### src/rtl/alu_cmd_sequencer.sv
// alu_cmd_sequencer
// Accepts one ALU command at a time, drives it to an external ALU through
// registered operand/opcode outputs, waits SETTLE_CYCLES for the ALU to
// settle, captures the result and flags, then holds them until the consumer
// takes them. A new command may be accepted in the same cycle the held
// result is consumed, so back-to-back operation has no idle bubble.
//
// Ports
//   iClk, iReset              clock, synchronous active-high reset
//   iCmdValid/oCmdReady       command handshake
//   iCmdOp/iCmdA/iCmdB        command opcode and operands
//   oA/oB/oOpCode             registered drive to the ALU
//   iAccu/iCarryFlag/iZeroFlag ALU result and flags
//   oResValid/iResReady       result handshake
//   oResult/oResCarry/oResZero/oResErr  captured result, flags, bad-opcode flag
//   oBusy                     high whenever the sequencer is not idle
//   oOpCount                  completed result handshakes, wraps at 255
module alu_cmd_sequencer #(
    parameter int unsigned SETTLE_CYCLES = 1
) (
    input  logic       iClk,
    input  logic       iReset,
    input  logic       iCmdValid,
    output logic       oCmdReady,
    input  logic [3:0] iCmdOp,
    input  logic [7:0] iCmdA,
    input  logic [7:0] iCmdB,
    output logic [7:0] oA,
    output logic [7:0] oB,
    output logic [3:0] oOpCode,
    input  logic [7:0] iAccu,
    input  logic       iCarryFlag,
    input  logic       iZeroFlag,
    output logic       oResValid,
    input  logic       iResReady,
    output logic [7:0] oResult,
    output logic       oResCarry,
    output logic       oResZero,
    output logic       oResErr,
    output logic       oBusy,
    output logic [7:0] oOpCount
);

    typedef enum logic [2:0] {
        IDLE    = 3'd0,
        ISSUE   = 3'd1,
        SETTLE  = 3'd2,
        CAPTURE = 3'd3,
        HOLD    = 3'd4
    } state_t;

    localparam logic [3:0] SETTLE_INIT = 4'(SETTLE_CYCLES);

    state_t     state_q, state_d;
    logic [3:0] cnt_q, cnt_d;
    logic [7:0] a_q, a_d, b_q, b_d;
    logic [3:0] op_q, op_d;
    logic [7:0] res_q, res_d;
    logic       carry_q, carry_d;
    logic       zero_q, zero_d;
    logic       err_q, err_d;
    logic [7:0] count_q, count_d;

    logic       cmd_ready_s;
    logic       cmd_accept_s;
    logic       res_hs_s;

    // Handshake decode: idle accepts freely, hold accepts only while the result is being consumed
    always_comb begin
        cmd_ready_s  = (state_q == IDLE) || ((state_q == HOLD) && iResReady);
        cmd_accept_s = cmd_ready_s && iCmdValid;
        res_hs_s     = (state_q == HOLD) && iResReady;
    end

    // Next-state logic and settle down-counter
    always_comb begin
        state_d = state_q;
        cnt_d   = cnt_q;
        case (state_q)
            IDLE: begin
                if (cmd_accept_s) state_d = ISSUE;
                else              state_d = IDLE;
            end
            ISSUE: begin
                state_d = SETTLE;
                cnt_d   = SETTLE_INIT;
            end
            SETTLE: begin
                // Counter holds the SETTLE cycles still to spend, including this one
                if (cnt_q <= 4'd1) begin
                    state_d = CAPTURE;
                    cnt_d   = 4'd0;
                end else begin
                    cnt_d   = cnt_q - 4'd1;
                end
            end
            CAPTURE: begin
                state_d = HOLD;
            end
            HOLD: begin
                if (cmd_accept_s)   state_d = ISSUE;
                else if (iResReady) state_d = IDLE;
                else                state_d = HOLD;
            end
            default: begin
                state_d = IDLE;
                cnt_d   = 4'd0;
            end
        endcase
    end

    // Datapath next values: command registers, result capture, handshake counter
    always_comb begin
        a_d     = a_q;
        b_d     = b_q;
        op_d    = op_q;
        res_d   = res_q;
        carry_d = carry_q;
        zero_d  = zero_q;
        err_d   = err_q;
        count_d = count_q;
        if (cmd_accept_s) begin
            a_d  = iCmdA;
            b_d  = iCmdB;
            op_d = iCmdOp;
        end else begin
            a_d  = a_q;
        end
        if (state_q == CAPTURE) begin
            // Opcodes with the top bit set are not ALU operations: report a clean error result
            if (op_q[3]) begin
                res_d   = 8'h00;
                carry_d = 1'b0;
                zero_d  = 1'b1;
                err_d   = 1'b1;
            end else begin
                res_d   = iAccu;
                carry_d = iCarryFlag;
                zero_d  = iZeroFlag;
                err_d   = 1'b0;
            end
        end else begin
            res_d = res_q;
        end
        if (res_hs_s) count_d = count_q + 8'd1;
        else          count_d = count_q;
    end

    // State and datapath registers with synchronous reset taking priority over all handshakes
    always_ff @(posedge iClk) begin
        if (iReset) begin
            state_q <= IDLE;
            cnt_q   <= 4'd0;
            a_q     <= 8'h00;
            b_q     <= 8'h00;
            op_q    <= 4'h0;
            res_q   <= 8'h00;
            carry_q <= 1'b0;
            zero_q  <= 1'b0;
            err_q   <= 1'b0;
            count_q <= 8'h00;
        end else begin
            state_q <= state_d;
            cnt_q   <= cnt_d;
            a_q     <= a_d;
            b_q     <= b_d;
            op_q    <= op_d;
            res_q   <= res_d;
            carry_q <= carry_d;
            zero_q  <= zero_d;
            err_q   <= err_d;
            count_q <= count_d;
        end
    end

    // Output mapping; status outputs decode directly from the state register
    always_comb begin
        oCmdReady = cmd_ready_s;
        oA        = a_q;
        oB        = b_q;
        oOpCode   = op_q;
        oResult   = res_q;
        oResCarry = carry_q;
        oResZero  = zero_q;
        oResErr   = err_q;
        oResValid = (state_q == HOLD);
        oBusy     = (state_q != IDLE);
        oOpCount  = count_q;
    end

endmodule

### config.mk
export PLATFORM = sky130hd
export DESIGN_NAME = alu_cmd_sequencer
export DESIGN_NICKNAME = d
export VERILOG_FILES = /design/src/rtl/alu_cmd_sequencer.sv
export SDC_FILE = /design/constraint.sdc
export NUM_CORES = 1
export LEC_CHECK = 0
export ABC_AREA = 0
export CAP_MARGIN = 20
export CORE_ASPECT_RATIO = 1.75
export CORE_MARGIN = 1.5
export CORE_UTILIZATION = 48
export DETAILED_ROUTE_END_ITERATION = 7
export PLACE_DENSITY = 0.85
export SLEW_MARGIN = 20
export SYNTH_ARGS = -nofsm -noshare
export SYNTH_HDL_FRONTEND = slang
export SYNTH_SLANG_ARGS = --single-unit
export TNS_END_PERCENT = 1
### constraint.sdc
create_clock -name iClk -period 4.32 [get_ports iClk]
set_input_delay 0.864 -clock iClk [delete_from_list [all_inputs] [get_ports iClk]]
set_output_delay 0.864 -clock iClk [all_outputs]
set_load 0.02 [all_outputs]
==> flow_summary.toml, run 1 <==
[timing]
grt_setup_unrepaired = "false"
timing_worst_slew_pin_value_ns = 0.7953
final.setup_skew_ns = 0.004534
final-max-slew-violation-count = 0
max_slew_margin = 0.4698
setup_ws_ns = 1.051
final.setup.tns_ns = 0
finalSetupViolCount = 0
fmaxAchievable_ghz = 0.3059
final.min_clock_period_ns = 3.269
report.final.hold_viol_count = 0
period_share = 0.7567

[clocking]
ctsRootBufferMaster = "sky130_fd_sc_hd__clkbuf_8"
clock_path_buffers = 2
htree_levels = 2
cts_inserted_buffers = 5
cts.reportedPaths.clkPinSlew_ns = 0.09
tritoncts = "built"
tritoncts_num_sinks = 46
clk_latency_worst_skew_pair_ns = 0.30
post-cts-setup-buffers = 0
ctsResizeCount = 0
cts.hold.buffers_added = 0

[floorplanning]
initial_utilization = 0.5059
die_width_um = 53.00
design.portCount = 76
fp.coreArea_sq_um = 4150
floorplan.die_area_sq_um = 4796
core.rowCount = 31
die_y_um = 90.49

[synthesis]
ys_seq_elements = 46
synthesis.nets = 277
avgSynthCellArea_sq_um = 8.748
number_of_enable_flip_flop_cells_after_synthesis = 0
netlist_area_sq_um = 2100
yosys_warns = 0
yosys.cell_types.count = 40
ys_dominant_reg_cell = "sky130_fd_sc_hd__dfxtp_1"
synth-async-reset-ratio = 0
ys_seq_area_frac = 0.4386
synthCells = 240

[worst_setup_path]
crit-reg2reg-capture = "oOpCount[5]$_SDFFE_PP0P_"
worst-path-max-fanout = 22
worst_ep_arrival_time_ns = 2.40
critPathKind = "input pin to output port"
max_stage_delay_ns = 0.61
setup.worst_path.end_class = "output port"
critical-path-top-cell-by-count = "sky130_fd_sc_hd__clkdlybuf4s50_1"
cp.required_ns = 3.46
setup.worst_path.start_class = "input pin"
critical_path.top_delay_family = "buffers and inverters"
critical_path.cell_chain = "clkdlybuf4s50_1 > nor2b_1 > buf_4 > nor2_1 > clkdlybuf4s50_1"
setup.reg_to_reg.worst_slack_ns = 2.73
timing.critical_path.buf_inv = 3
crit_path_top_delay_cell = "sky130_fd_sc_hd__clkdlybuf4s50_1"
reg2reg_depth = 3
r2r-start = "state_q[1]$_SDFFE_PP0P_"

[drt]
detailroute.via_count = 2039
drt.antenna.violating_nets = 0
drtIter0Drc = 27
dr.pass1.iters = 4
drt_drc_violations_left = 0
post_drt_via_cell_ratio = 5.809
drt_wl_total_um = 5450
routedWlPerCell_um = 15.53

[global_routing]
grt_first_pass_wirelength_um = 9170
grt_max_degree = 33
number_of_global_route_vias_before_repair = 1969
gr_util_all_layers = 0.2463
antenna_found_initial = 0
grt_overflow = 0

[worst_hold_path]
hold_start = "oResult[1]$_SDFFE_PP0P_"
whs_endpoint = "oResult[1]$_SDFFE_PP0P_"
timing.hold.worst.class = "register to register"
hold_depth = 2

[pwr]
vdd_drop_max_v = 0.0002920
static-leakage-power_nw = 1.018
pwr_density_cell_nw_per_um2 = 399.8

[placement]
gp_routability_congestion = 0.7495
dp_worst_setup_slack_ns = 1.068
hpwlAfterDp_um = 3671
portBuffers = 75

[layout]
final_core_util = 0.7027
syn2layout_area_growth_pct = 38.92
insertedDiodeCount = 0
finalNetCount = 338
drive_gt1_frac = 0.05629

[job]
max_capacitance_violation_count = 0

[status]
result_of_the_run = "finished, final reports clean"
placed cells by master, fill, tap and decap left out, types with 4 or more instances in the layout:
| cell | count |
|---|---|
| sky130_fd_sc_hd__nand3b_1 | 10 |
| sky130_fd_sc_hd__buf_4 | 4 |
| sky130_fd_sc_hd__o21ai_0 | 5 |
| sky130_fd_sc_hd__inv_1 | 8 |
| sky130_fd_sc_hd__nor3_1 | 4 |
| sky130_fd_sc_hd__clkbuf_8 | 5 |
| sky130_fd_sc_hd__clkdlybuf4s50_1 | 75 |
| sky130_fd_sc_hd__a21oi_1 | 38 |
| sky130_fd_sc_hd__dfxtp_1 | 46 |
| sky130_fd_sc_hd__nand4_1 | 21 |
| sky130_fd_sc_hd__nand2_1 | 14 |
| sky130_fd_sc_hd__o31ai_1 | 23 |
| sky130_fd_sc_hd__nor2_1 | 8 |
| sky130_fd_sc_hd__nand3_1 | 5 |
cell usage after synthesis, drive strengths merged, types with 2 or more instances:
cell type  instances  area (sq um)
o21ai              5         25.02
o31ai             23         172.7
xnor2              2         17.52
or4                2         15.01
nand3              5         25.02
nand2b             2         12.51
or2                2         12.51
buf                5         37.53
nand4             21         131.4
nand2             14         52.55
a21oi             38         190.2
inv                8         30.03
dfxtp             46         920.9
nor2               9         36.29
or3                3         18.77
nand3b            10         75.07
o311ai             3         26.28
clkbuf            19         91.34
ha                 3         37.54
nor3               4         20.02
flip-flops by register name, indices dropped and copies added (netlist names):
name / count
cnt_q: 4
oA: 8
oB: 8
oOpCode: 4
oOpCount: 8
oResCarry: 1
oResErr: 1
oResZero: 1
oResult: 8
state_q: 3
report_power, final:
part / switching (mW) / internal [mW] / total [mW]
clock: 0.150 / 0.173 / 0.323
combinational: 0.186 / 0.157 / 0.343
sequential: 0.0392 / 0.460 / 0.500
total: 0.375 / 0.791 / 1.17
metal layers:
layer  up-vias  track usage  wire, um
li1       1013            -         -
met1       964       0.2890      2149
met2        56       0.4302      2987
met3         6      0.05464       241
met4         0      0.07051        72
met5         -            0         0
stage by stage:
stage	hold slack, ns	instance area [sq um]	std cells	total power [mW]
5_1_grt	0.4762	2917	351	1.227
4_1_cts	0.4568	2917	351	1.172
6_report	0.4528	2917	351	1.166
3_5_place_dp	0.4439	2804	343	0.8470
2_1_floorplan	0.4671	2100	240	0.7211
3_3_place_gp	0.4381	2804	343	0.8418
cells by family after synthesis:
kind of cell | Yosys count | share of synthesized area
AND/OR/NAND/NOR | 78 | 0.2223
AO/OA/AOI/OAI | 76 | 0.2241
flip-flops | 46 | 0.4386
buffers and inverters | 33 | 0.07986
XOR/XNOR | 3 | 0.01252
adder cells (fa/ha/maj) | 3 | 0.01788
multiplexers | 1 | 0.004768
how the worst max path moves through the flow:
stage                     cells after the start   endpoint  startpoint
after global routing                          5  oCmdReady   iResReady
after detailed placement                      5  oCmdReady   iResReady
after floorplan                               3  oCmdReady   iResReady
after global placement                        5  oCmdReady   iResReady
final                                         5  oCmdReady   iResReady
after CTS                                     5  oCmdReady   iResReady
area by class of cell:
cell class              count  area, sq um
flip-flops and latches     46        920.9
clock inverters             3        43.79
repair buffers             79        780.7
clock buffers               5        68.82
fillers                   331         1234
inverters                   8        30.03
multi-input cells         161         1011
well taps                  49        61.31
tightest hold or removal path, delay by kind of cell, from the launching register on:
kind             cells  cell delay (ns)
AO/OA/AOI/OAI        1             0.05
flip-flops           1             0.32
AND/OR/NAND/NOR      1             0.05
No activity file was read; power rests on OpenSTA's default activity.
==> run 2: changes to the inputs <==
- CORE_UTILIZATION: 48 -> 40
- PLACE_DENSITY: 0.85 -> 0.76
- clock period: 4.32 -> 2.92 ns (I/O delays scaled with it)
==> run 2 against run 1 <==
The run now ends with design-rule violations left. Setup slack lost 0.75 ns. Largest cell class unchanged. Final cell count grew 2.0%. Critical endpoint unchanged. Sequential power grew 47%. Register-to-register slack lost 1.4 ns. Utilization shrank 12 points. Combinational power grew 48%. Count of clock-buffer cells in the layout grew 1. Die area grew 19%.
==> flow_summary.toml, run 2 (synthesis results as in run 1) <==
[global_routing]
gr_util_all_layers = 0.1885
grt_max_degree = 27
antenna_found_initial = 0
grt_first_pass_wirelength_um = 8645
grt_overflow = 0
number_of_global_route_vias_before_repair = 1878

[floorplanning]
fp.coreArea_sq_um = 5020
core.rowCount = 34
design.portCount = 76
die_width_um = 57.77
floorplan.die_area_sq_um = 5709
initial_utilization = 0.4182
die_y_um = 98.84

[timing]
fmaxAchievable_ghz = 0.3815
report.final.hold_viol_count = 0
final.min_clock_period_ns = 2.621
finalSetupViolCount = 0
setup_ws_ns = 0.2990
final.setup_skew_ns = 0.005548
period_share = 0.8976
final-max-slew-violation-count = 0
final.setup.tns_ns = 0
timing_worst_slew_pin_value_ns = 0.5754
grt_setup_unrepaired = "false"
max_slew_margin = 0.6159

[pwr]
vdd_drop_max_v = 0.0003801
pwr_density_cell_nw_per_um2 = 583.1
static-leakage-power_nw = 1.020

[clocking]
clock_path_buffers = 2
clk_latency_worst_skew_pair_ns = 0.30
cts.reportedPaths.clkPinSlew_ns = 0.08
htree_levels = 2
tritoncts_num_sinks = 46
ctsRootBufferMaster = "sky130_fd_sc_hd__clkbuf_8"
post-cts-setup-buffers = 0
tritoncts = "built"
cts.hold.buffers_added = 0
cts_inserted_buffers = 5
ctsResizeCount = 0

[worst_setup_path]
setup.worst_path.start_class = "register"
max_stage_delay_ns = 0.62
cp.required_ns = 2.34
worst_ep_arrival_time_ns = 2.04
setup.worst_path.end_class = "output port"
critPathKind = "register to output port"
timing.critical_path.buf_inv = 1
worst-path-max-fanout = 22
critical_path.top_delay_family = "simple AND/OR/NAND/NOR gates"
crit_path_top_delay_cell = "sky130_fd_sc_hd__clkdlybuf4s50_1"
critical_path.cell_chain = "or2_2 > nor2_1 > clkdlybuf4s50_1"

[worst_hold_path]
timing.hold.worst.class = "register to register"

[layout]
regArea_sq_um = 920.9
most_frequent_standard_cell_in_the_layout_excluding_fill_and_tap_cells = "sky130_fd_sc_hd__clkdlybuf4s50_1"
syn2layout_area_growth_pct = 39.81
multi_input_area_sq_um = 1011
fillCellCount = 473
final_cell_mix = "sky130_fd_sc_hd__clkdlybuf4s50_1 (75), sky130_fd_sc_hd__dfxtp_1 (46), sky130_fd_sc_hd__a21oi_1 (38)"
insertedDiodeCount = 0
finalNetCount = 340
drive_gt1_frac = 0.05921

[status]
result_of_the_run = "complete, but fails checks"
violated_checks = "design-rule violations"

[drt]
detailroute.via_count = 2030
drt_wl_total_um = 5269
drtIter0Drc = 66
post_drt_via_cell_ratio = 5.670
dr.pass1.iters = 8
routedWlPerCell_um = 14.72
drt.antenna.violating_nets = 0
drt_drc_violations_left = 3

[placement]
portBuffers = 75
hpwlAfterDp_um = 3650
gp_routability_congestion = 0.8376
dp_worst_setup_slack_ns = 0.4016

[job]
max_capacitance_violation_count = 0
-- run 2: changes by cell type in the layout (fill, tap and decap cells not counted) --
| cell | delta |
|---|---|
| sky130_fd_sc_hd__clkinvlp_4 | +1 |
| sky130_fd_sc_hd__buf_4 | +2 |
| sky130_fd_sc_hd__clkbuf_1 | +1 |
| sky130_fd_sc_hd__clkinv_2 | -1 |
| sky130_fd_sc_hd__inv_6 | -1 |
-- run 2: area by class of cell --
class                   instances  area share
flip-flops and latches         46      0.3137
clock inverters                 2     0.01279
repair buffers                 81      0.2711
inverters                       8     0.01023
well taps                      54     0.02302
clock buffers                   6     0.02472
multi-input cells             161      0.3444
-- run 2: tightest hold or removal path: stages (launching register included) --
cell and delay [ns]:
sky130_fd_sc_hd__dfxtp_1 0.31, sky130_fd_sc_hd__nand2_1 0.05, sky130_fd_sc_hd__a21oi_1 0.05
-- run 2: final timing paths --
| check | end | slack [ns] | depth (start not counted) | from |
|---|---|---|---|---|
| max | oCmdReady | 0.30 | 3 | state_q[0]$_SDFFE_PP0P_ |
| min | oResult[1]$_SDFFE_PP0P_ | 0.45 | 2 | oResult[1]$_SDFFE_PP0P_ |
| max reg2reg | oOpCount[5]$_SDFFE_PP0P_ | 1.32 | 3 | state_q[1]$_SDFFE_PP0P_ |
| min reg2reg | oResult[1]$_SDFFE_PP0P_ | 0.45 | 2 | oResult[1]$_SDFFE_PP0P_ |
-- run 2: per-stage QoR --
step / util / instances / area, sq um / total power [mW] / hold WS, ns
after floorplan: - / 240 / 2100 / 1.067 / 0.4671
after global placement: 0.5628 / 350 / 2825 / 1.253 / 0.4379
after detailed placement: 0.5628 / 350 / 2825 / 1.257 / 0.4447
after CTS: 0.5847 / 358 / 2935 / 1.725 / 0.4562
after global routing: 0.5847 / 358 / 2935 / 1.797 / 0.4829
final: 0.5847 / 358 / 2935 / 1.712 / 0.4519
-- run 2: routing by layer --
layer / routed length, um / vias to the layer above / GRT usage
met5: 0 / - / 0
met4: 64 / 0 / 0.06082
met2: 2822 / 68 / 0.3462
li1: - / 1015 / -
met1: 2132 / 943 / 0.2116
met3: 250 / 4 / 0.03412
-- run 2: report_power, final --
part	internal [mW]	switching (mW)	total, mW	leakage (nW)
combinational	0.233	0.272	0.506	0.594
clock	0.255	0.214	0.469	0.0514
sequential	0.681	0.0554	0.737	0.374
